## config.mk

```make
export PLATFORM = sky130hd
export DESIGN_NAME = shared_reg_arbiter
export DESIGN_NICKNAME = d
export VERILOG_FILES = /design/src/rtl/shared_reg_pkg.sv /design/src/rtl/shared_reg_arbiter_rr_pick.sv /design/src/rtl/shared_reg_arbiter.sv
export SDC_FILE = /design/constraint.sdc
export NUM_CORES = 1
export LEC_CHECK = 0
export ABC_AREA = 1
export CAP_MARGIN = 0
export CORE_MARGIN = 1
export CORE_UTILIZATION = 41
export CTS_BUF_LIST = sky130_fd_sc_hd__clkbuf_4 sky130_fd_sc_hd__clkbuf_8 sky130_fd_sc_hd__clkbuf_16
export DETAILED_ROUTE_END_ITERATION = 7
export MAX_ROUTING_LAYER = met4
export PLACE_DENSITY = 0.77
export SETUP_SLACK_MARGIN = 0.05
export SYNTH_ARGS = -nofsm -noshare
export SYNTH_HDL_FRONTEND = slang
export SYNTH_SLANG_ARGS = --single-unit
```

## constraint.sdc

```tcl
create_clock -name clk -period 1.4 [get_ports clk]
set_input_delay 0.28 -clock clk [delete_from_list [all_inputs] [get_ports clk]]
set_output_delay 0.28 -clock clk [all_outputs]
set_load 0.1 [all_outputs]
```

## src/rtl/shared_reg_pkg.sv

```systemverilog
// Shared types and constants for the shared-register arbiter.
package shared_reg_pkg;
  localparam int CNT_W = 16;

  typedef enum logic {
    IDLE  = 1'b0,
    WRITE = 1'b1
  } state_e;
endpackage

```

## src/rtl/shared_reg_arbiter_rr_pick.sv

```systemverilog
// Combinational round-robin pick: first set req bit at or after rr_ptr, circular ascending.
module rr_pick #(
  parameter int NREQ = 4,
  parameter int IW   = 2
) (
  input  logic [NREQ-1:0] req,
  input  logic [IW-1:0]   rr_ptr,
  output logic [IW-1:0]   idx,
  output logic            any
);
  always_comb begin
    int p;
    p   = 0;
    idx = '0;
    any = 1'b0;
    // Walk offsets from farthest to nearest so the nearest set bit wins.
    for (int k = NREQ - 1; k >= 0; k--) begin
      p = int'(rr_ptr) + k;
      if (p >= NREQ) p = p - NREQ;
      if (req[IW'(p)]) begin
        idx = IW'(p);
        any = 1'b1;
      end
    end
  end
endmodule

```

## src/rtl/shared_reg_arbiter.sv

```systemverilog
// Round-robin arbiter granting one requester per two cycles write access to a shared register.
module shared_reg_arbiter
  import shared_reg_pkg::*;
#(
  parameter int NREQ = 4,
  parameter int DW   = 8
) (
  input  logic                 clk,
  input  logic                 rst_n,
  input  logic [NREQ-1:0]      req,
  input  logic [NREQ*DW-1:0]   wdata,
  output logic [NREQ-1:0]      gnt,
  output logic [DW-1:0]        q,
  output logic                 q_valid,
  output logic                 busy,
  output logic [CNT_W-1:0]     wr_cnt
);
  localparam int IW = $clog2(NREQ);

  state_e          state, state_nxt;
  logic [IW-1:0]   rr_ptr, idx_q, pick_idx;
  logic            pick_any;
  logic            do_write;
  logic [NREQ-1:0] gnt_nxt;

  rr_pick #(.NREQ(NREQ), .IW(IW)) u_pick (
    .req    (req),
    .rr_ptr (rr_ptr),
    .idx    (pick_idx),
    .any    (pick_any)
  );

  always_ff @(posedge clk) begin
    if (!rst_n) state <= IDLE;
    else        state <= state_nxt;
  end

  always_comb begin
    state_nxt = state;
    case (state)
      IDLE:    if (pick_any) state_nxt = WRITE;
      WRITE:   state_nxt = IDLE;
      default: state_nxt = IDLE;
    endcase
  end

  always_comb begin
    busy     = (state == WRITE);
    do_write = (state == WRITE);
    gnt_nxt  = '0;
    if (state == IDLE && pick_any) gnt_nxt[pick_idx] = 1'b1;
  end

  // gnt is registered so it is high exactly during the WRITE cycle.
  always_ff @(posedge clk) begin
    if (!rst_n) begin
      rr_ptr  <= '0;
      idx_q   <= '0;
      gnt     <= '0;
      q       <= '0;
      q_valid <= 1'b0;
      wr_cnt  <= '0;
    end else begin
      gnt <= gnt_nxt;
      if (state == IDLE && pick_any) idx_q <= pick_idx;
      if (do_write) begin
        q       <= wdata[int'(idx_q)*DW +: DW];
        q_valid <= 1'b1;
        if (wr_cnt != '1) wr_cnt <= wr_cnt + 1'b1;
        rr_ptr  <= (idx_q == IW'(NREQ - 1)) ? '0 : idx_q + 1'b1;
      end
    end
  end
endmodule

```

==> impl_metrics.tcl <==
set metrics [dict create \
    outcome "finished, violations left" \
    violations "design-rule violations, negative setup slack" \
    cts.htree.levels 2 \
    netSwitchingFraction_pct 38.3 \
    synth_area_leader_cell "dfxtp_1" \
    crit_fanout 5 \
    fin_setup_tns_ns -0.0161 \
    start_util_pct 43.7 \
    max_cap_violations 0 \
    hold_viol 0 \
    ys_ff_latch 34 \
    max_freq_ghz 0.709 \
    drt-initial-drc-count 164 \
    layout_commonest_cell "nand2_1" \
    nets 441 \
    clockPowerShare_pct 24.5 \
    required_ns 1.61 \
    register_area_um2 744 \
    min_path_type "flip-flop to flip-flop" \
    regToRegSetupSlack_ns -0.01 \
    cts_root_buf "clkbuf_8" \
    antenna_found_initial 0 \
    setup-violations-final 2 \
    dieHeight_um 71.0 \
    coreArea_mm2 0.00447 \
    crit_type "flip-flop to flip-flop" \
    final_cells 454 \
    r2r_start "wr_cnt[0]" \
    grt_max_degree 19 \
    grt_pass1_wl_um 8830 \
    multi_input_area_mm2 0.00132 \
    skew_ns 0.00796 \
    netlist_instances 304 \
    viasPerCell 5.17 \
    rsz0062_at_grt "true" \
    num_io_pins 68 \
    ff2ff_path_depth 8 \
    period_needed_ns 1.41 \
    synthTopCellsByArea "dfxtp_1, nand2_1, nor2_1, o21ai_0, inv_1" \
    vias 2349 \
    final_cell_mix "nand2_1, nor2_1, clkdlybuf4s50_1" \
    gr-total-overflow 0 \
    wl_um 5950 \
    cts_sinks 34 \
    io_buffers 67 \
    die_w_um 71.0 \
    netlist.area_leader.share_pct 34.8 \
    hold_start "wr_cnt[11]" \
    ys_warn_count 0 \
    ys_seq_area_share_pct 34.8 \
    area_delta_synth_final_pct 84.8 \
    drtAntennaViolNets 0 \
    timing.hold.ws_ns 0.491 \
    syn_area_mm2 0.00195 \
    grt_usage_pct 22.7 \
    grt_pass1_vias 2077 \
    holdPathStages 2 \
    synth_area_per_cell_um2 6.43 \
    drt-pass1-iter-count 6 \
    finalMaxSlewViolations 0 \
    arrival_ns 1.62 \
    fillerInstances 270 \
    die_area_mm2 0.00505 \
    cts_buffer_depth 2 \
    cts_hold_buffers 0 \
    synth.distinct_cells 29 \
    place_inst 436 \
    min_to "wr_cnt[11]" \
    worst_slack_ns -0.00958 \
    p_sw_mw 1.23 \
    power_frac_comb_pct 41.1 \
    drc_errors 3 \
    power_leakage_nw 1.58 \
    dp_hpwl_um 4100 \
    cts_buffers 5 \
    p_per_area_mw_per_mm2 888 \
    ir_drop_v 0.000566 \
    cts_tree "built" \
    diodes 0 \
    clock_latency_ns 0.29 \
    rr_endpoint "wr_cnt[7]" \
    path_clk_slew_ns 0.07 \
    wire_per_inst_um 13.1 \
    startpoint_type "flip-flop" \
    worst_pin_slew_ns 0.391 \
    end_kind "flip-flop" \
    globalplace.congestion 0.948 \
    synth_nets 344 \
    p_int_mw 1.98 \
    fin_crit_sh_pct 101 \
    pwr-share-seq_pct 34.3 \
    rows 24 \
    final_layout_size_suffix_gt1_share_pct 36.1 \
    slew_headroom_pct 73.9 \
]
per-stage QoR:
step	util [%]	worst slack, ns	total power [mW]	area (µm²)
after floorplan	-	-0.260	1.83	2050
after CTS	75.3	0.0320	3.10	3370
after global placement	71.7	-0.157	2.29	3210
after detailed placement	71.7	-0.263	2.31	3210
after global routing	80.7	-0.0638	3.35	3610
final	80.7	-0.00958	3.21	3610
sequential cells by signal, indices dropped and copies added, names as in the netlist:
name / flops
q_valid: 1
idx_q: 2
rr_ptr: 2
wr_cnt: 16
q: 8
gnt: 4
busy: 1
layout make-up:
class / count / share of cell area [%]
clock buffer: 8 / 2.70
inverter: 27 / 2.87
timing repair buffer: 100 / 35.6
tap: 52 / 1.80
multi-input combinational: 233 / 36.4
sequential: 34 / 20.6
power groups by stage:
stage / combinational, mW / clock, mW / sequential (mW)
after floorplan: 0.382 / 0 / 1.45
after global placement: 1.17 / 0 / 1.12
after detailed placement: 1.19 / 0 / 1.12
after CTS: 1.20 / 0.797 / 1.10
after global routing: 1.39 / 0.845 / 1.11
final: 1.32 / 0.787 / 1.10
cell families (layout without fill, tap and decap cells):
logic type               after synthesis  in the layout  synth area share [%]
flip-flops                            34             34                  34.8
AO/OA/AOI/OAI                         54             54                  15.0
buffers and inverters                 37            135                  8.39
AND/OR/NAND/NOR                      167            167                  36.0
adder cells (fa/ha/maj)                2              2                  1.28
XOR/XNOR                              10             10                  4.48
worst max path at each step:
stage | start | end | slack, ns | cells past startpoint
finish | wr_cnt[0] | wr_cnt[7] | -0.01 | 8
CTS | wr_cnt[1] | wr_cnt[6] | 0.03 | 8
floorplan | wr_cnt[0] | wr_cnt[10] | -0.26 | 9
detailed placement | req[3] | gnt[3] | -0.26 | 9
global placement | req[3] | gnt[2] | -0.16 | 9
global route | wr_cnt[0] | wr_cnt[3] | -0.06 | 8
layer usage:
layer | share of wire [%] | GRT usage (%)
met1 | 38 | 24.9
met2 | 53 | 40.0
met3 | 7.4 | 6.55
met4 | 1.0 | 6.67
met5 | 0 | -
cells in the mapped netlist:
| cell | number |
|---|---|
| a21oi_1 | 15 |
| a21oi_2 | 1 |
| and2_1 | 2 |
| buf_2 | 2 |
| buf_4 | 1 |
| buf_6 | 1 |
| buf_8 | 1 |
| clkbuf_1 | 5 |
| dfxtp_1 | 34 |
| ha_1 | 2 |
| inv_1 | 26 |
| inv_2 | 1 |
| nand2_1 | 81 |
| nand2_4 | 1 |
| nand3_1 | 16 |
| nand3_2 | 2 |
| nand3b_1 | 3 |
| nand4_1 | 2 |
| nor2_1 | 54 |
| nor2_2 | 2 |
| nor2_4 | 1 |
| nor3_1 | 3 |
| o2111ai_1 | 1 |
| o211a_1 | 1 |
| o21ai_0 | 27 |
| o21ai_1 | 1 |
| o22ai_1 | 8 |
| xnor2_1 | 5 |
| xor2_1 | 5 |
critical path, stage by stage, from the launching register on:
cell,delay [ns]
dfxtp_4,0.37
ha_4,0.15
nand3_4,0.08
nor2_4,0.17
nand3_2,0.10
nand2_4,0.14
clkbuf_16,0.16
nand2_1,0.04
a21oi_1,0.11
repair_timing:
item,4_1_cts,5_1_grt
resized for setup,6,58
setup endpoints to repair,16,22
buffers inserted,6,3
gates cloned,0,1
pin swaps,5,28
Power figures use the tool's default switching activity.
